[src/rtl/color_pkg.sv]
// Shared FSM encoding, default sizing and small helpers for the colour sensor array controller.
package color_pkg;

    localparam int unsigned N_CH_DEF    = 2;
    localparam int unsigned DATA_W_DEF  = 16;
    localparam int unsigned PWM_W_DEF   = 8;
    localparam int unsigned TIMEOUT_DEF = 2**24;

    localparam int unsigned ST_W = 3;

    localparam logic [2:0] ST_IDLE    = 3'd0;
    localparam logic [2:0] ST_TRIG    = 3'd1;
    localparam logic [2:0] ST_WAIT    = 3'd2;
    localparam logic [2:0] ST_CAPTURE = 3'd3;
    localparam logic [2:0] ST_HOLD    = 3'd4;

    // A zero auto period behaves as a single idle cycle.
    function automatic logic [31:0] eff_period(input logic [31:0] p);
        return (p == 32'd0) ? 32'd1 : p;
    endfunction

endpackage

[src/rtl/color_chan_pwm.sv]
// One channel's sample-to-duty scaling and the three colour PWM comparators.
module color_chan_pwm
    import color_pkg::*;
#(
    parameter int unsigned DATA_W = DATA_W_DEF,
    parameter int unsigned PWM_W  = PWM_W_DEF
) (
    input  logic              clk,
    input  logic              nrst,
    input  logic [PWM_W-1:0]  pwm_cnt,
    input  logic              pwm_wrap,
    input  logic              valid,
    input  logic [3:0]        shift,
    input  logic              invert,
    input  logic [DATA_W-1:0] red,
    input  logic [DATA_W-1:0] green,
    input  logic [DATA_W-1:0] blue,
    output logic              led_r,
    output logic              led_g,
    output logic              led_b
);

    localparam int unsigned EXT_W = ((DATA_W > PWM_W) ? DATA_W : PWM_W) + 1;
    localparam logic [PWM_W-1:0] DUTY_MAX = '1;

    logic [PWM_W-1:0] duty_r;
    logic [PWM_W-1:0] duty_g;
    logic [PWM_W-1:0] duty_b;

    function automatic logic [PWM_W-1:0] scale(input logic [DATA_W-1:0] smp, input logic [3:0] sh);
        logic [EXT_W-1:0] ext;
        ext = EXT_W'(smp) >> sh;
        return (ext > EXT_W'(DUTY_MAX)) ? DUTY_MAX : ext[PWM_W-1:0];
    endfunction

    // Duties only move at the counter wrap so a period is never cut short.
    always_ff @(posedge clk or negedge nrst) begin
        if (!nrst) begin
            duty_r <= '0;
            duty_g <= '0;
            duty_b <= '0;
        end else if (pwm_wrap) begin
            duty_r <= valid ? scale(red, shift)   : '0;
            duty_g <= valid ? scale(green, shift) : '0;
            duty_b <= valid ? scale(blue, shift)  : '0;
        end
    end

    // Left combinational on invert so the LEDs follow invert even while held in reset.
    assign led_r = (pwm_cnt < duty_r) ^ invert;
    assign led_g = (pwm_cnt < duty_g) ^ invert;
    assign led_b = (pwm_cnt < duty_b) ^ invert;

endmodule

[src/rtl/color_array_ctrl.sv]
// Scan controller for an array of RGB colour sensors driving one PWM RGB LED per channel.
module color_array_ctrl
    import color_pkg::*;
#(
    parameter int unsigned N_CH    = N_CH_DEF,
    parameter int unsigned DATA_W  = DATA_W_DEF,
    parameter int unsigned PWM_W   = PWM_W_DEF,
    parameter int unsigned TIMEOUT = TIMEOUT_DEF
) (
    input  logic                   clk,
    input  logic                   nrst,
    input  logic                   measure_req,
    input  logic                   auto_en,
    input  logic [31:0]            auto_period,
    input  logic [3:0]             shift,
    input  logic [N_CH-1:0]        invert,
    output logic [N_CH-1:0]        meas_o,
    input  logic [N_CH-1:0]        ready_i,
    input  logic [N_CH*DATA_W-1:0] red_i,
    input  logic [N_CH*DATA_W-1:0] green_i,
    input  logic [N_CH*DATA_W-1:0] blue_i,
    output logic [N_CH-1:0]        led_r,
    output logic [N_CH-1:0]        led_g,
    output logic [N_CH-1:0]        led_b,
    output logic [N_CH-1:0]        valid,
    output logic [N_CH-1:0]        err,
    output logic                   busy
);

    localparam int unsigned TO_W  = (TIMEOUT > 1) ? $clog2(TIMEOUT) : 1;
    localparam int unsigned BUS_W = N_CH * DATA_W;

    logic [ST_W-1:0]  state;
    logic [ST_W-1:0]  state_nxt;
    logic             req_q;
    logic             auto_q;
    logic [N_CH-1:0]  done;
    logic [N_CH-1:0]  seen_low;
    logic [N_CH-1:0]  hit;
    logic [N_CH-1:0]  done_nxt;
    logic [TO_W-1:0]  tcnt;
    logic [31:0]      hcnt;
    logic [BUS_W-1:0] lat_r, lat_g, lat_b;
    logic [BUS_W-1:0] smp_r, smp_g, smp_b;
    logic [PWM_W-1:0] pwm_cnt;
    logic             pwm_wrap;

    // A channel completes on its first ready after having been seen low since the trigger.
    assign hit      = ready_i & seen_low & ~done;
    assign done_nxt = done | hit;
    assign pwm_wrap = (pwm_cnt == '1);

    always_ff @(posedge clk or negedge nrst) begin
        if (!nrst) state <= ST_IDLE;
        else       state <= state_nxt;
    end

    always_comb begin
        state_nxt = state;
        case (state)
            ST_IDLE:    if ((measure_req && !req_q) || (auto_en && !auto_q)) state_nxt = ST_TRIG;
            ST_TRIG:    state_nxt = ST_WAIT;
            ST_WAIT:    if ((&done_nxt) || (tcnt == TO_W'(TIMEOUT - 1))) state_nxt = ST_CAPTURE;
            ST_CAPTURE: state_nxt = auto_en ? ST_HOLD : ST_IDLE;
            ST_HOLD: begin
                if (!auto_en)                                         state_nxt = ST_IDLE;
                else if (hcnt >= eff_period(auto_period) - 32'd1)     state_nxt = ST_TRIG;
            end
            default:    state_nxt = ST_IDLE;
        endcase
    end

    // Scan bookkeeping, shadow capture and result publication.
    always_ff @(posedge clk or negedge nrst) begin
        if (!nrst) begin
            req_q    <= 1'b0;
            auto_q   <= 1'b0;
            meas_o   <= '0;
            busy     <= 1'b0;
            done     <= '0;
            seen_low <= '0;
            tcnt     <= '0;
            hcnt     <= '0;
            valid    <= '0;
            err      <= '0;
            lat_r    <= '0;
            lat_g    <= '0;
            lat_b    <= '0;
            smp_r    <= '0;
            smp_g    <= '0;
            smp_b    <= '0;
        end else begin
            req_q  <= measure_req;
            auto_q <= auto_en;
            meas_o <= {N_CH{state_nxt == ST_TRIG}};
            busy   <= (state_nxt != ST_IDLE);
            case (state)
                ST_TRIG: begin
                    done     <= '0;
                    seen_low <= ~ready_i;
                    tcnt     <= '0;
                end
                ST_WAIT: begin
                    done     <= done_nxt;
                    seen_low <= seen_low | ~ready_i;
                    tcnt     <= tcnt + TO_W'(1);
                    for (int k = 0; k < N_CH; k++) begin
                        if (hit[k]) begin
                            lat_r[k*DATA_W +: DATA_W] <= red_i[k*DATA_W +: DATA_W];
                            lat_g[k*DATA_W +: DATA_W] <= green_i[k*DATA_W +: DATA_W];
                            lat_b[k*DATA_W +: DATA_W] <= blue_i[k*DATA_W +: DATA_W];
                        end
                    end
                end
                ST_CAPTURE: begin
                    hcnt  <= '0;
                    valid <= valid | done;
                    err   <= ~done;
                    for (int k = 0; k < N_CH; k++) begin
                        if (done[k]) begin
                            smp_r[k*DATA_W +: DATA_W] <= lat_r[k*DATA_W +: DATA_W];
                            smp_g[k*DATA_W +: DATA_W] <= lat_g[k*DATA_W +: DATA_W];
                            smp_b[k*DATA_W +: DATA_W] <= lat_b[k*DATA_W +: DATA_W];
                        end
                    end
                end
                ST_HOLD: hcnt <= hcnt + 32'd1;
                default: ;
            endcase
        end
    end

    always_ff @(posedge clk or negedge nrst) begin
        if (!nrst) pwm_cnt <= '0;
        else       pwm_cnt <= pwm_cnt + PWM_W'(1);
    end

    for (genvar k = 0; k < N_CH; k++) begin : g_chan
        color_chan_pwm #(
            .DATA_W (DATA_W),
            .PWM_W  (PWM_W)
        ) u_chan (
            .clk      (clk),
            .nrst     (nrst),
            .pwm_cnt  (pwm_cnt),
            .pwm_wrap (pwm_wrap),
            .valid    (valid[k]),
            .shift    (shift),
            .invert   (invert[k]),
            .red      (smp_r[k*DATA_W +: DATA_W]),
            .green    (smp_g[k*DATA_W +: DATA_W]),
            .blue     (smp_b[k*DATA_W +: DATA_W]),
            .led_r    (led_r[k]),
            .led_g    (led_g[k]),
            .led_b    (led_b[k])
        );
    end

endmodule

[config.mk]
export PLATFORM = sky130hd
export DESIGN_NAME = color_array_ctrl
export DESIGN_NICKNAME = d
export VERILOG_FILES = /design/src/rtl/color_pkg.sv /design/src/rtl/color_chan_pwm.sv /design/src/rtl/color_array_ctrl.sv
export SDC_FILE = /design/constraint.sdc
export NUM_CORES = 1
export LEC_CHECK = 0
export CAP_MARGIN = 10
export CORE_MARGIN = 2
export CORE_UTILIZATION = 31
export CTS_CLUSTER_SIZE = 30
export DETAILED_ROUTE_END_ITERATION = 8
export HOLD_SLACK_MARGIN = 0.06
export PLACE_DENSITY = 0.52
export SLEW_MARGIN = 20
export SYNTH_ARGS = -nofsm -noshare
export SYNTH_HDL_FRONTEND = slang
export SYNTH_SLANG_ARGS = --single-unit
[constraint.sdc]
create_clock -name clk -period 4.5 [get_ports clk]
set_input_delay 0.9 -clock clk [delete_from_list [all_inputs] [get_ports clk]]
set_output_delay 0.9 -clock clk [all_outputs]
set_load 0.01 [all_outputs]
==> results.md, run 1 <==
- Status: finished, final reports clean
- Full die area: 63900 sq um
- Synthesized instance count: 1814
- Synth Flop Type: dfrtp_1
- Async SR Flop Fraction: 1.00
- CTS Hold Bufs: 0
- Slew @ Worst Pin: 997 ps
- CTS tree: built
- Post-route DRC: 0
- Vias post-DR: 15000
- Post-layout minimum cycle time: 4350 ps
- Seq/Total Area, Yosys: 0.416
- Cell mode on critical path: nor4_4
- Clk sink count: 319
- Syn nets: 2032
- Part of the cycle the worst path needs: 0.967
- CP Launch Point: auto_period[25]
- Final GP Congestion: 0.859
- Synth area leaders: dfrtp_1 42%, mux2_2 13%, mux4_2 5.2%
- Placed Cells: 2724
- Internal power: 7.44 mW
- Number of flops mapped to enable cells by yosys: 0
- Die height: 253 microns
- Cell Count, Final, Fillers Out: 2785
- Clk buf depth: 3
- Sequential group share of total power: 0.421
- Power consumption: 11.0 mW
- Comb pwr share: 0.297
- Critical path arrival: 4750 ps
- Max Fclk: 230 MHz
- Nets@finish: 2192
- Dpl cell area: 21800 sq um
- Antenna violations before repair: 0
- Count leader, synth: dfrtp_1
- ANT nets after route: 0
- Max VDD drop: 0.000194 V
- Vias in the first global route: 15200
- Worst-path maximum fanout: 3
- P_sw: 3.55 mW
- Fin. max-slew vios: 0
- Worst hold slack: 399 ps
- Worst setup EP type: flop
- DRT iter0 DRCs: 1157
- Worst-path cell chain: clkdlybuf4s50_1 > or4_4 > nor4_4 > nand4_1 > nor2b_4 > ha_1 > nor4b_2 > nand2_2 > nor4_4 > buf_4 > nand2_1 > xor2_1 > ha_1 > nand4_1 > nor4_4 > a221o_1 > o41ai_1
- Final WS setup: 150 ps
- Pre-Repair DR Iteration Count: 8
- Synthesized area: 19200 sq um
- Worst slack, placed: -744 ps
- CTS Buf Count: 36
- Clock slew at reported path FFs: 60 ps
- Yosys reg bits: 319
- Area grow syn2layout: 20.3%
- Detail Placement HPWL: 38000 microns
- PD cells: 476 nW/um^2
- Clock Latency Late Sink: 540 ps
- Max Cap Viol: 0
- Share of cells above drive strength 1: 0.219
- Slowest CP cell: or4_4
- Warnings, synthesis: 0
- Post-route cell area: 23100 sq um
- Share of power burned in the clock network: 0.282
- Pin count of the biggest net entering global routing: 108
- WL/cell: 18.9 microns
- Pleak: 9.81 nW
- CP max stage delay: 600 ps
- Root buffer cell: clkbuf_16
- First-pass GRT wire length: 85000 microns
- Worst R2R Start: state[0]
- Row cnt: 91
- Post-route setup TNS: 0 ps
- Setup Skew: 17.6 ps
- Starting Density: 0.312
- Worst Path Required: 4900 ps
- Die width: 253 microns
- Grt ovf: 0
- GRT Util Overall: 0.167
- Fin. Hold Viols: 0
- Synth cell count leaders: 319 x dfrtp_1, 216 x mux2_2, 175 x nand2_1, 127 x o21ai_0, 78 x ha_1
- Core Util, Final: 0.375
- Core box area: 61500 sq um
- Setup violators final: 0
- Synth area leader: dfrtp_1
- Sw frac: 0.323
- Netlist cell types: 82
- Ports: 153
- Syn avg cell area: 10.6 sq um
- Crit path launch type: primary input
- Antenna Cells: 0
- DR vias/cell: 5.39
- Yosys top cell area share: 0.416
- Hold crit path type: primary input to asynchronous set/reset pin
- Routed wire length: 52500 microns
- Slew HR: 0.329
- Htree depth: 2
- Critical path class: primary input to flop
- PortBufs: 152
-- registers in the layout, summed over array words and instances, names as in the netlist --
| name | cells |
|---|---|
| meas_o | 1 |
| smp_g | 32 |
| g_chan.u_chan.duty_b | 16 |
| smp_b | 32 |
| g_chan.u_chan.duty_g | 16 |
| seen_low | 2 |
| smp_r | 32 |
| done | 2 |
| valid | 2 |
| state | 3 |
| lat_g | 32 |
| err | 2 |
| lat_r | 32 |
| g_chan.u_chan.duty_r | 16 |
| pwm_cnt | 8 |
| hcnt | 32 |
| lat_b | 32 |
| busy | 1 |
| tcnt | 24 |
| req_q | 1 |
| auto_q | 1 |
-- cells in the final DEF, fill, tap and decap left out, types with 24 or more instances in the layout --
master | netlist | routed
dfrtp_1 | 319 | 319
mux2_2 | 216 | 216
nand2_1 | 175 | 172
clkdlybuf4s50_1 | 0 | 147
o21ai_0 | 127 | 126
ha_1 | 78 | 78
buf_4 | 15 | 76
nor2_1 | 73 | 72
a21oi_1 | 72 | 71
inv_1 | 64 | 64
mux2i_1 | 58 | 58
nand3_1 | 51 | 51
mux4_2 | 44 | 44
clkbuf_16 | 0 | 37
xnor2_1 | 28 | 28
a31oi_1 | 24 | 24
nor3_1 | 27 | 24
-- power groups by stage --
stage | clock, mW | combinational [mW] | sequential (mW)
5_1_grt | 3.30 | 3.62 | 4.78
4_1_cts | 3.19 | 3.29 | 4.63
3_5_place_dp | 0 | 3.27 | 4.68
2_1_floorplan | 0 | 2.54 | 4.27
3_3_place_gp | 0 | 3.23 | 4.65
6_report | 3.10 | 3.27 | 4.62
-- logic make-up (layout without fill, tap and decap cells) --
kind of cell / count (synthesis) / after routing / synth area share
AOI/OAI and AO/OA: 423 / 423 / 0.147
xor gates and xnor gates: 44 / 44 / 0.0201
adders and majority gates: 78 / 78 / 0.0509
buffers and inverters: 174 / 355 / 0.0416
DFF: 319 / 319 / 0.416
muxes: 319 / 319 / 0.209
and+or+nand+nor: 457 / 457 / 0.115
-- critical path: cells and delay by family --
family	cells	cell delay (ps)
XOR/XNOR	1	150
adder cells (fa/ha/maj)	2	430
AND/OR/NAND/NOR	10	1920
AO/OA/AOI/OAI	2	770
buffers and inverters	2	570
-- per-layer routing --
metal | GRT usage | routed length, microns | vias to the layer above | part of all wire
met4 | 0.0548 | 1480 | 0 | 0.028
li1 | - | - | 7069 | -
met3 | 0.0302 | 2650 | 97 | 0.050
met2 | 0.273 | 24700 | 392 | 0.47
met5 | 0 | 0 | - | 0
met1 | 0.222 | 23700 | 7440 | 0.45
-- worst paths after layout --
check | end | slack, ps | cells past startpoint
max in group asynchronous | tcnt[16] | 3010 | 2
worst min register to register | g_chan[1].u_chan.duty_g[0] | 480 | 1
min in group clk | g_chan[1].u_chan.duty_g[0] | 480 | 1
worst min-delay path | lat_b[27] | 400 | 1
worst max-delay path | state[2] | 150 | 17
worst max register to register | lat_r[8] | 1540 | 5
-- area by class of cell --
class / instances / area [sq um]
well taps: 790 / 988
clock inverters: 13 / 200
clock buffers: 46 / 1030
fillers: 6076 / 38400
inverters: 67 / 251
flip-flops and latches: 319 / 7980
repair buffers: 229 / 2120
multi-input cells: 1321 / 10500
-- timing repair --
action,4_1_cts,5_1_grt
setup buffers,0,2
resized for setup,3,13
pin swaps,0,11
setup endpoints to repair,3,3
(Power assumes the default switching activity.)
==> inputs of run 2 (changes only) <==
--- a/config.mk
+++ b/config.mk
@@ -10,8 +10,9 @@
 export CORE_UTILIZATION = 31
 export CTS_CLUSTER_SIZE = 30
 export DETAILED_ROUTE_END_ITERATION = 8
+export DONT_BUFFER_PORTS = 1
 export HOLD_SLACK_MARGIN = 0.06
-export PLACE_DENSITY = 0.52
+export PLACE_DENSITY = 0.49
 export SLEW_MARGIN = 20
 export SYNTH_ARGS = -nofsm -noshare
 export SYNTH_HDL_FRONTEND = slang
==> results.md, run 2 (synthesis gave the netlist of run 1 again) <==
- Critical path arrival: 4770 ps (was 4750 ps)
- Setup Skew: 25.4 ps (was 17.6 ps)
- Pleak: 8.93 nW (was 9.81 nW)
- Cell mode on critical path: nand2_1 (was nor4_4)
- Slew HR: 0.287 (was 0.329)
- Flop-to-flop setup slack: 1480 ps (was 1540 ps)
- Fin. max-slew vios: 0 (unchanged)
- Clk buf depth: 3 (unchanged)
- Routed wire length: 51700 microns (was 52500 microns)
- Clock Latency Late Sink: 550 ps (was 540 ps)
- DR vias/cell: 5.41 (was 5.39)
- Row cnt: 91 (unchanged)
- Cell Count, Final, Fillers Out: 2592 (was 2785)
- Vias in the first global route: 14400 (was 15200)
- Nets@finish: 1992 (was 2192)
- Core box area: 61500 sq um (unchanged)
- Root buffer cell: clkbuf_16 (unchanged)
- Worst-path cell chain: or4_1 > nor4_4 > nand4_1 > nor2b_1 > ha_1 > nor4b_2 > nand2_1 > nor4_4 > nand2_1 > nor2_1 > xnor2_1 > ha_1 > a21oi_1 > nand2_1 > a221o_1 > o41ai_1 > nand2_1 (was clkdlybuf4s50_1 > or4_4 > nor4_4 > nand4_1 > nor2b_4 > ha_1 > nor4b_2 > nand2_2 > nor4_4 > buf_4 > nand2_1 > xor2_1 > ha_1 > nand4_1 > nor4_4 > a221o_1 > o41ai_1)
- Dpl cell area: 19900 sq um (was 21800 sq um)
- Hold crit path type: primary input to asynchronous set/reset pin (unchanged)
- Fin. Hold Viols: 0 (unchanged)
- Grt ovf: 0 (unchanged)
- Commonest non-fill, non-tap cell in the layout: dfrtp_1 (unchanged)
- ANT nets after route: 0 (unchanged)
- Worst R2R Start: state[0] (unchanged)
- PortBufs: 0 (was 152)
- Htree depth: 2 (unchanged)
- Reg2Reg Depth: 5 (unchanged)
- Full die area: 63900 sq um (unchanged)
- Slowest CP cell: or4_1 (was or4_4)
- Clock slew at reported path FFs: 60 ps (about the same)
- Setup violators final: 0 (unchanged)
- Max Fclk: 230 MHz (about the same)
- Clk sink count: 319 (unchanged)
- CP max stage delay: 590 ps (was 600 ps)
- Antenna violations before repair: 17 (was 0)
- Most frequent cells in the layout: 319 x dfrtp_1, 216 x mux2_2, 173 x nand2_1, 127 x o21ai_0, 78 x ha_1 (was 319 x dfrtp_1, 216 x mux2_2, 172 x nand2_1, 147 x clkdlybuf4s50_1, 126 x o21ai_0)
- Post-route DRC: 0 (unchanged)
- Die height: 253 microns (unchanged)
- Setup bufs post-CTS: 0 (unchanged)
- Worst Path Required: 4910 ps (was 4900 ps)
- Post-route cell area: 21200 sq um (was 23100 sq um)
- Area grow syn2layout: 10.4% (was 20.3%)
- Critical path class: primary input to flop (unchanged)
- Core Util, Final: 0.345 (was 0.375)
- CTS Buf Count: 37 (was 36)
- Top delay family on crit path: simple AND/OR/NAND/NOR gates (unchanged)
- Pin count of the biggest net entering global routing: 227 (was 108)
- PD cells: 507 nW/um^2 (was 476 nW/um^2)
- DRT iter0 DRCs: 913 (was 1157)
- CP Buf/Inv Count: 0 (was 2)
- Ports: 153 (unchanged)
- Worst-path maximum fanout: 5 (was 3)
- Share of cells above drive strength 1: 0.209 (was 0.219)
- Part of the cycle the worst path needs: 0.967 (about the same)
- Worst setup EP type: flop (unchanged)
- Die width: 253 microns (unchanged)
- Slew @ Worst Pin: 1060 ps (was 997 ps)
- CTS tree: built (unchanged)
- WL/cell: 19.9 microns (was 18.9 microns)
- First-pass GRT wire length: 82600 microns (was 85000 microns)
- Vias post-DR: 14000 (was 15000)
- Crit path launch type: primary input (unchanged)
- Starting Density: 0.312 (unchanged)
- Detail Placement HPWL: 36200 microns (was 38000 microns)
- GRT Util Overall: 0.163 (was 0.167)
- Worst R2R End: lat_b[4] (was lat_r[8])
- RSZ-0062 raised after global routing: no
- Max VDD drop: 0.000293 V (was 0.000194 V)
- Max Cap Viol: 0 (unchanged)
- Status: finished, final reports clean (unchanged)
- Final GP Congestion: 0.823 (was 0.859)
- Post-layout minimum cycle time: 4350 ps (about the same)
- Placed Cells: 2524 (was 2724)
- Pre-Repair DR Iteration Count: 5 (was 8)
run 2: cell count changes in the layout (fill, tap and decap cells not counted), sizes merged:
cell / previous run / this run
clkbuf: 46 / 49
clkinvlp: 1 / 3
diode: 0 / 4
clkdlybuf4s50: 147 / 0
buf: 82 / 28
inv: 68 / 67
run 2: per-stage QoR:
stage                     TNS [ps]  hold WS (ps)  worst slack, ps  total power [mW]
after floorplan                  0           443             56.7              6.81
after global placement       -1170           464             -411              7.55
after detailed placement     -1920           473             -665              7.62
after CTS                        0          69.7             99.6              10.9
after global routing             0          64.0             4.32              11.4
final                            0           110              148              10.7
run 2: power by group:
part           internal (mW)  switching, mW
Sequential              3.76          0.882
Clock                   1.93           1.25
Combinational           1.61           1.32
Total                   7.29           3.45
run 2: area by class of cell:
| class | instances | area, sq um |
|---|---|---|
| tap | 790 | 988 |
| clock buffer | 49 | 1050 |
| inverter | 67 | 251 |
| clock inverter | 14 | 218 |
| fill | 6169 | 40300 |
| multi-input combinational | 1321 | 10500 |
| antenna | 4 | 10.0 |
| timing repair buffer | 28 | 230 |
| sequential | 319 | 7980 |
run 2: repair_timing:
| item | in CTS | in global routing |
|---|---|---|
| setup endpoints to repair | 3 | 3 |
| hold buffers | 1 | 0 |
| gates resized for setup | 1 | 3 |
| endpoints found under the hold margin | 94 | 0 |
run 2: metal layers:
metal	vias up	global-route usage	wire, microns
li1	6678	-	-
met1	6967	0.213	23500
met5	-	0	151
met2	264	0.268	24200
met4	22	0.0441	1160
met3	96	0.0403	2710
run 2: worst max-delay path by stage:
| stage | start | endpoint | slack [ps] | cells after the start |
|---|---|---|---|---|
| 2_1_floorplan | auto_period[17] | meas_o[0] | 60 | 17 |
| 3_3_place_gp | auto_period[27] | state[0] | -410 | 18 |
| 3_5_place_dp | auto_period[27] | meas_o[0] | -660 | 19 |
| 4_1_cts | auto_period[17] | meas_o[0] | 100 | 18 |
| 5_1_grt | auto_period[17] | meas_o[0] | 4 | 17 |
| 6_report | auto_period[17] | meas_o[0] | 150 | 17 |
==> inputs of run 3 (changes only) <==
--- a/config.mk
+++ b/config.mk
@@ -5,7 +5,7 @@
 export SDC_FILE = /design/constraint.sdc
 export NUM_CORES = 1
 export LEC_CHECK = 0
-export CAP_MARGIN = 10
+export CAP_MARGIN = 20
 export CORE_MARGIN = 2
 export CORE_UTILIZATION = 31
 export CTS_CLUSTER_SIZE = 30
==> results of run 3 <==
Same layout as run 2: the final DEF is identical, and so are final timing and power.
